`config.mk`:
```
export PLATFORM = sky130hd
export DESIGN_NAME = paralelo_serial_tx
export DESIGN_NICKNAME = d
export VERILOG_FILES = /design/src/rtl/paralelo_serial_tx.sv
export SDC_FILE = /design/constraint.sdc
export NUM_CORES = 1
export LEC_CHECK = 0
export BUFFER_PORTS_ARGS = -buffer_cell sky130_fd_sc_hd__clkbuf_2
export CORE_ASPECT_RATIO = 0.6
export CORE_MARGIN = 3
export CORE_UTILIZATION = 35
export DETAILED_ROUTE_END_ITERATION = 8
export PLACE_DENSITY = 0.59
export SKIP_LAST_GASP = 1
export SYNTH_ARGS = -nofsm -noshare
export SYNTH_HDL_FRONTEND = slang
export SYNTH_SLANG_ARGS = --single-unit
```
`constraint.sdc`:
```
create_clock -name clk_32f -period 2.1 [get_ports clk_32f]
set_clock_uncertainty 0.05 [all_clocks]
set_input_delay 0 -clock clk_32f [delete_from_list [all_inputs] [get_ports clk_32f]]
set_output_delay 0 -clock clk_32f [all_outputs]
set_load 0.02 [all_outputs]
```
`src/rtl/paralelo_serial_tx.sv`:
```
// paralelo_serial_tx: byte-to-bit serializer for the PHY link, clk_32f domain.
// Sends SYNC_COUNT COMMA bytes after reset, then data or IDLE_SYM, MSB first.
// Ports: clk_32f, reset (sync, active-high), data_in[7:0], valid_in,
//   [resync when PS_TX_RESYNC_EN is defined], data_out, data_ack, active.
// Optional macro PS_TX_RESYNC_EN adds a resync input to re-run the preamble.
module paralelo_serial_tx #(
  parameter int unsigned SYNC_COUNT = 4,
  parameter logic [7:0]  COMMA      = 8'hBC,
  parameter logic [7:0]  IDLE_SYM   = 8'h7C
) (
  input  logic       clk_32f,
  input  logic       reset,
  input  logic [7:0] data_in,
  input  logic       valid_in,
`ifdef PS_TX_RESYNC_EN
  input  logic       resync,
`endif
  output logic       data_out,
  output logic       data_ack,
  output logic       active
);

  typedef enum logic {
    SYNC   = 1'b0,
    ACTIVE = 1'b1
  } state_e;

  localparam logic [3:0] LAST = 4'(SYNC_COUNT - 1);

  state_e     state_q;
  logic [2:0] cnt_q;
  logic [7:0] sym_q;
  logic [7:0] sym_d;
  logic [3:0] sync_cnt_q;
  logic       dout_q;
  logic       ack_q;
  logic       active_q;
  logic       load;
  logic       resync_hit;

  always_comb begin
    load = (cnt_q == 3'd0);
`ifdef PS_TX_RESYNC_EN
    resync_hit = (state_q == ACTIVE) && resync;
`else
    resync_hit = 1'b0;
`endif
    sym_d = IDLE_SYM;
    if (state_q == SYNC || resync_hit)
      sym_d = COMMA;
    else if (valid_in)
      sym_d = data_in;
  end

  always_ff @(posedge clk_32f) begin
    if (reset) begin
      state_q    <= SYNC;
      cnt_q      <= 3'd0;
      sym_q      <= 8'd0;
      sync_cnt_q <= 4'd0;
      dout_q     <= 1'b0;
      ack_q      <= 1'b0;
      active_q   <= 1'b0;
    end else begin
      cnt_q <= cnt_q + 3'd1;
      ack_q <= 1'b0;
      if (load) begin
        sym_q  <= sym_d;
        dout_q <= sym_d[7];
        unique case (state_q)
          SYNC: begin
            if (sync_cnt_q == LAST) begin
              sync_cnt_q <= 4'd0;
              state_q    <= ACTIVE;
              active_q   <= 1'b1;
            end else begin
              sync_cnt_q <= sync_cnt_q + 4'd1;
            end
          end
          ACTIVE: begin
            if (resync_hit) begin
              // This slot is comma #1, so the count restarts at 1.
              if (SYNC_COUNT > 1) begin
                state_q    <= SYNC;
                sync_cnt_q <= 4'd1;
                active_q   <= 1'b0;
              end
            end else begin
              ack_q <= valid_in;
            end
          end
          default: state_q <= SYNC;
        endcase
      end else begin
        // 7 - cnt for a 3-bit count is its bitwise inverse.
        dout_q <= sym_q[~cnt_q];
      end
    end
  end

  assign data_out = dout_q;
  assign data_ack = ack_q;
  assign active   = active_q;

endmodule
```
==> impl_metrics.env, run 1 <==
export IMPL_status="finished, final reports clean"
export IMPL_grt_setup_unrepaired="no"
export IMPL_ant_nets=0
export IMPL_cts_buffers=3
export IMPL_ctsResizeCount=0
export IMPL_power_leakage_nw=0.394
export IMPL_crit_path_start_kind="flop"
export IMPL_fmax_mhz=575
export IMPL_antenna_found_initial=0
export IMPL_utilization=0.492
export IMPL_post_cts_setup_buffers=0
export IMPL_grt_pass1_vias=613
export IMPL_cts_htree_levels=1
export IMPL_yosys_area_top_type="dfxtp_1"
export IMPL_synthDistinctLibCells=24
export IMPL_antennaDiodeCount=0
export IMPL_tns_ns=0
export IMPL_worst_setup_path_end_kind="flop"
export IMPL_ctsHoldBuffers=6
export IMPL_crit_chain="inv_1 > ha_1 > or3b_4 > or3_1 > a21oi_1"
export IMPL_firstDrtPassIters=4
export IMPL_die_x_um=67.8
export IMPL_powerDensity_nw_per_um2=791
export IMPL_cts_root_buf="clkbuf_8"
export IMPL_critPathSlowestCell="or3b_4"
export IMPL_grt_total_usage=0.129
export IMPL_dieArea_um2=2920
export IMPL_fin_nets=122
export IMPL_synth_top_area_frac=0.475
export IMPL_worst_pin_slew_ns=0.392
export IMPL_initial_core_util=0.401
export IMPL_yosys_top_cells_area="dfxtp_1 48%, a21oi_1 6.3%, ha_1 4.7%, nor2_1 4.7%, nand2_1 4.2%"
export IMPL_grt_max_degree=20
export IMPL_fin_cells=135
export IMPL_hold_violations=0
export IMPL_clkSinkCount=19
export IMPL_ys_seq_elements=19
export IMPL_ys_seq_area_frac=0.475
export IMPL_grt_pass1_wl_um=2790
export IMPL_final_max_slew_viol_count=0
export IMPL_netlist_area_um2=801
export IMPL_synth_main_ff_cell="dfxtp_1"
export IMPL_hp_class="input port to flop"
export IMPL_drt_total_wl_um=1580
export IMPL_area_growth_pct=22.8
export IMPL_gp_congestion=0.741
export IMPL_synthesis_nets=102
export IMPL_place_hpwl_um=1140
export IMPL_critPathTopFamily="simple AND/OR/NAND/NOR gates"
export IMPL_ir_drop_v=0.000425
export IMPL_via_per_inst=4.79
export IMPL_cts_buffer_depth=2
export IMPL_io_pin_count=14
export IMPL_period_share=0.828
export IMPL_worst_ep_required_time_ns=2.24
export IMPL_drt_iter0_markers=14
export IMPL_drc=0
export IMPL_yosysWarningCount=0
export IMPL_drive_gt1_frac=0.206
export IMPL_min_period_ns=1.74
export IMPL_grt_overflow=0
export IMPL_holdWs_ns=0.0236
export IMPL_async_flop_share=0
export IMPL_syn_inst=88
export IMPL_synth_edf_count=0
export IMPL_worst_path_largest_cell_delay_ns=0.44
export IMPL_critical_path_max_fanout=6
export IMPL_drv_cap=0
export IMPL_placed_cells=125
export IMPL_routedWlPerCell_um=11.7
export IMPL_slew_headroom=0.739
export IMPL_port_buffer_count=13
export IMPL_num_vias=646
export IMPL_core_area_um2=2000
export IMPL_setup_viol=0
export IMPL_dieHeight_um=43.1
export IMPL_cts_tree="built"
export IMPL_critPathBufInv=1
export IMPL_synth_area_per_cell_um2=9.10
export IMPL_clkLatencyLatePin_ns=0.25
export IMPL_path_clk_slew_ns=0.07
export IMPL_rows=12
export IMPL_worstPathArrival_ns=1.87
export IMPL_path_class="flop to flop"
-- synthesized netlist by cell type (all sizes together) (3+ instances only) --
| cell | count |
|---|---|
| dfxtp | 19 |
| clkbuf | 3 |
| o22ai | 4 |
| nor2 | 10 |
| ha | 3 |
| nand2 | 9 |
| inv | 3 |
| nand3 | 4 |
| a21oi | 10 |
-- through the flow --
stage          instance area (um2)  power [mW]  worst slack (ns)
6_report                       983       0.778             0.361
5_1_grt                        983       0.820             0.263
4_1_cts                        983       0.787             0.367
3_5_place_dp                   878       0.529             0.391
3_3_place_gp                   878       0.527             0.448
2_1_floorplan                  801       0.495             0.507
-- registers in the layout, indices dropped and copies added (netlist names) --
name        flops
data_ack        1
active          1
sym_q           8
data_out        1
state_q         1
cnt_q           3
sync_cnt_q      4
-- kinds of logic (layout without fill, tap and decap cells) --
kind of cell    count (synthesis)  in the layout  synth area share
simple gates                   36             36             0.231
fa+ha+maj                       3              3            0.0469
xor+xnor                        1              1            0.0109
mux                             3              3            0.0562
flops                          19             19             0.475
buf+inv                         8             27            0.0516
compound gates                 18             18             0.128
-- metal layers --
metal,wire [um],vias to the layer above,GRT usage
li1,-,345,-
met1,910,284,0.201
met2,562,17,0.157
met3,108,0,0.0582
met4,0,0,0.0242
met5,0,-,0
-- tightest hold or removal path, cell delays in order --
cell,delay [ns]
clkbuf_2,0.13
nand4_1,0.09
a21oi_1,0.06
-- report_power, final --
| part | internal [mW] | switching, mW | leakage [nW] | total [mW] |
|---|---|---|---|---|
| sequential | 0.386 | 0.0222 | 0.156 | 0.408 |
| clock | 0.135 | 0.113 | 0.0228 | 0.248 |
| combinational | 0.0628 | 0.0591 | 0.215 | 0.122 |
-- path summary, 6_finish.rpt --
check                           cells past startpoint  slack (ns)             to     start
worst max register to register                      5        0.36  sync_cnt_q[3]  cnt_q[0]
worst max-delay path                                5        0.36  sync_cnt_q[3]  cnt_q[0]
worst min register to register                      2        0.40       sym_q[6]  sym_q[6]
worst min-delay path                                3        0.02       sym_q[1]  valid_in
-- area by class of cell --
class | count | area (um2)
well taps | 28 | 35.0
inverters | 3 | 11.3
multi-input cells | 61 | 379
fillers | 198 | 1010
clock buffers | 4 | 45.0
flip-flops and latches | 19 | 380
repair buffers | 20 | 133
-- placed cells by master (no fill, tap or decap), drive strengths merged, types with 2 or more instances in the layout --
master and n:
clkbuf 17, nand4 2, nor2 10, dfxtp 19, nand2 9, nand2b 2, ha 3, nand3 4
o22ai 4, nand4b 2, o21ai 2, nor3b 2, inv 3, mux2 2, or3 2, nor2b 2
dlygate4sd3 6, a21oi 10
(Power assumes the default switching activity.)
==> inputs of run 2 (changes only) <==
- ABC_AREA: default -> 1
- clock period: 2.1 -> 1.8 ns (I/O delays scaled with it)
==> run 2 against run 1 <==
Compared with the run above:
- sequential share of layout area fell by 2.2 points
- register-to-register slack got worse by 0.13 ns
- worst hold slack got worse by 0.012 ns
- critical endpoint unchanged
- highest routed layer is now met4
==> impl_metrics.env, run 2 <==
export IMPL_setup_ws_ns=0.228
export IMPL_worst_setup_path_end_kind="flop"
export IMPL_p_switching_mw=0.272
export IMPL_firstDrtPassIters=4
export IMPL_holdWs_ns=0.0113
export IMPL_io_pin_count=14
export IMPL_grt_pass1_wl_um=2970
export IMPL_ys_seq_area_frac=0.463
export IMPL_place_hpwl_um=1310
export IMPL_drive_gt1_frac=0.197
export IMPL_yosysWarningCount=0
export IMPL_ctsResizeCount=0
export IMPL_drt_total_wl_um=1740
export IMPL_dieHeight_um=43.5
export IMPL_grt_pass1_vias=651
export IMPL_fillerInstances=197
export IMPL_netlist_area_um2=822
export IMPL_via_per_inst=4.53
export IMPL_synth_most_common_cell="nand2_1"
export IMPL_grt_overflow=0
export IMPL_initial_core_util=0.406
export IMPL_worstPathArrival_ns=1.67
export IMPL_slew_headroom=0.810
export IMPL_hold_violations=0
export IMPL_cts_htree_levels=1
export IMPL_final_cell_mix="22 x nand2_1, 19 x dfxtp_1, 18 x nor2_1"
export IMPL_synth_edf_count=0
export IMPL_ant_nets=0
export IMPL_power_leakage_nw=0.476
export IMPL_clkLatencyLatePin_ns=0.26
export IMPL_multi_input_area_um2=392
export IMPL_tns_ns=0
export IMPL_min_period_ns=1.57
export IMPL_utilization=0.515
export IMPL_rows=12
export IMPL_top_register="sym_q"
export IMPL_ir_drop_v=0.000385
export IMPL_path_class="flop to flop"
export IMPL_drt_iter0_markers=48
export IMPL_core_area_um2=2030
export IMPL_fmax_mhz=636
export IMPL_path_clk_slew_ns=0.07
export IMPL_largest_register_ffs=8
export IMPL_num_vias=725
export IMPL_critical_path_max_fanout=8
export IMPL_pwr_share_seq=0.512
export IMPL_worst_pin_slew_ns=0.285
export IMPL_async_flop_share=0
export IMPL_antennaDiodeCount=0
export IMPL_routedWlPerCell_um=10.9
export IMPL_pwr_share_clk=0.310
export IMPL_port_buffer_count=13
export IMPL_hp_class="input port to flop"
export IMPL_crit_path_start_kind="flop"
export IMPL_mostFrequentLayoutCell="nand2_1"
export IMPL_intPower_mw=0.683
export IMPL_ctsHoldBuffers=8
export IMPL_final_max_slew_viol_count=0
export IMPL_die_x_um=68.6
export IMPL_synthDistinctLibCells=17
export IMPL_syn_inst=108
export IMPL_area_growth_pct=26.9
export IMPL_synth_main_ff_cell="dfxtp_1"
export IMPL_grt_total_usage=0.137
export IMPL_gp_congestion=0.766
export IMPL_post_cts_setup_buffers=0
export IMPL_synthesis_nets=122
export IMPL_cts_root_buf="clkbuf_8"
export IMPL_cts_buffers=3
export IMPL_powerDensity_nw_per_um2=915
export IMPL_cts_tree="built"
export IMPL_top_regs="sym_q x8, sync_cnt_q x4, cnt_q x3"
export IMPL_yosys_top_cells_area="dfxtp_1 46%, nand2_1 10%, nor2_1 8.2%, nand3_1 7.3%, ha_1 4.6%"
export IMPL_grt_max_degree=12
export IMPL_pwr_share_comb=0.178
export IMPL_drv_cap=0
export IMPL_regArea_um2=380
export IMPL_grt_setup_unrepaired="no"
export IMPL_antenna_found_initial=0
export IMPL_status="finished, final reports clean"
export IMPL_setup_viol=0
export IMPL_worst_ep_required_time_ns=1.90
export IMPL_ys_seq_elements=19
export IMPL_synth_common_cells="22 x nand2_1, 19 x dfxtp_1, 18 x nor2_1"
export IMPL_synth_top_area_frac=0.463
export IMPL_yosys_area_top_type="dfxtp_1"
export IMPL_drc=0
export IMPL_fin_nets=147
export IMPL_clkSinkCount=19
export IMPL_period_share=0.873
export IMPL_dieArea_um2=2990
export IMPL_power_switching_share=0.284
export IMPL_post_place_ws_ns=0.235
export IMPL_synth_area_per_cell_um2=7.61
export IMPL_cts_buffer_depth=2
-- run 2: cell types whose count changed after synthesis, moves of 4 or more --
cell,delta
nand3_1,+8
a21oi_1,-6
nand2_1,+13
inv_1,+6
o22ai_1,-4
nor2_1,+8
o21ai_0,+4
-- run 2: metal layers --
metal	wire length [um]	vias to the layer above	track usage
met4	25	0	0.0474
met1	875	319	0.187
met5	0	-	0
met2	758	17	0.194
met3	85	5	0.0544
li1	-	384	-
-- run 2: logic make-up (layout without fill, tap and decap cells) --
group           after synthesis  in the layout  share of synthesized area
compound gates               10             10                     0.0609
fa+ha+maj                     3              3                     0.0457
simple gates                 59             59                      0.327
flops                        19             19                      0.463
xor+xnor                      4              4                     0.0426
buf+inv                      13             37                     0.0609
-- run 2: power groups by stage --
stage	Sequential [mW]	Clock [mW]	Combinational, mW
detailed placement	0.496	0	0.157
finish	0.489	0.296	0.170
global route	0.492	0.327	0.194
CTS	0.488	0.307	0.171
floorplan	0.494	0	0.110
global placement	0.496	0	0.152
-- run 2: path summary, 6_finish.rpt --
check,cells after the start,endpoint,start,slack [ns]
worst max-delay path,8,sync_cnt_q[3],cnt_q[0],0.23
worst max register to register,8,sync_cnt_q[3],cnt_q[0],0.23
worst min-delay path,3,data_ack,valid_in,0.01
worst min register to register,2,active,active,0.41
-- run 2: final cells by class --
| cell class | count | area share |
|---|---|---|
| Sequential cell | 19 | 0.365 |
| Multi-Input combinational cell | 76 | 0.375 |
| Inverter | 12 | 0.0432 |
| Timing Repair Buffer | 21 | 0.139 |
| Clock buffer | 3 | 0.0396 |
| Clock inverter | 1 | 0.00480 |
| Tap cell | 28 | 0.0336 |
-- run 2: per-stage QoR --
stage / total power [mW] / instances / instance area (um2)
2_1_floorplan: 0.605 / 108 / 822
4_1_cts: 0.965 / 160 / 1040
3_5_place_dp: 0.653 / 148 / 917
6_report: 0.955 / 160 / 1040
5_1_grt: 1.01 / 160 / 1040
3_3_place_gp: 0.648 / 148 / 917
-- run 2: worst max-delay path, cell delays in order (launching register included) --
cell	delay, ns
dfxtp_1	0.36
inv_1	0.15
ha_1	0.23
inv_1	0.09
nor2_4	0.19
nand2_4	0.09
nor2_2	0.10
xor2_1	0.15
nor2_1	0.05
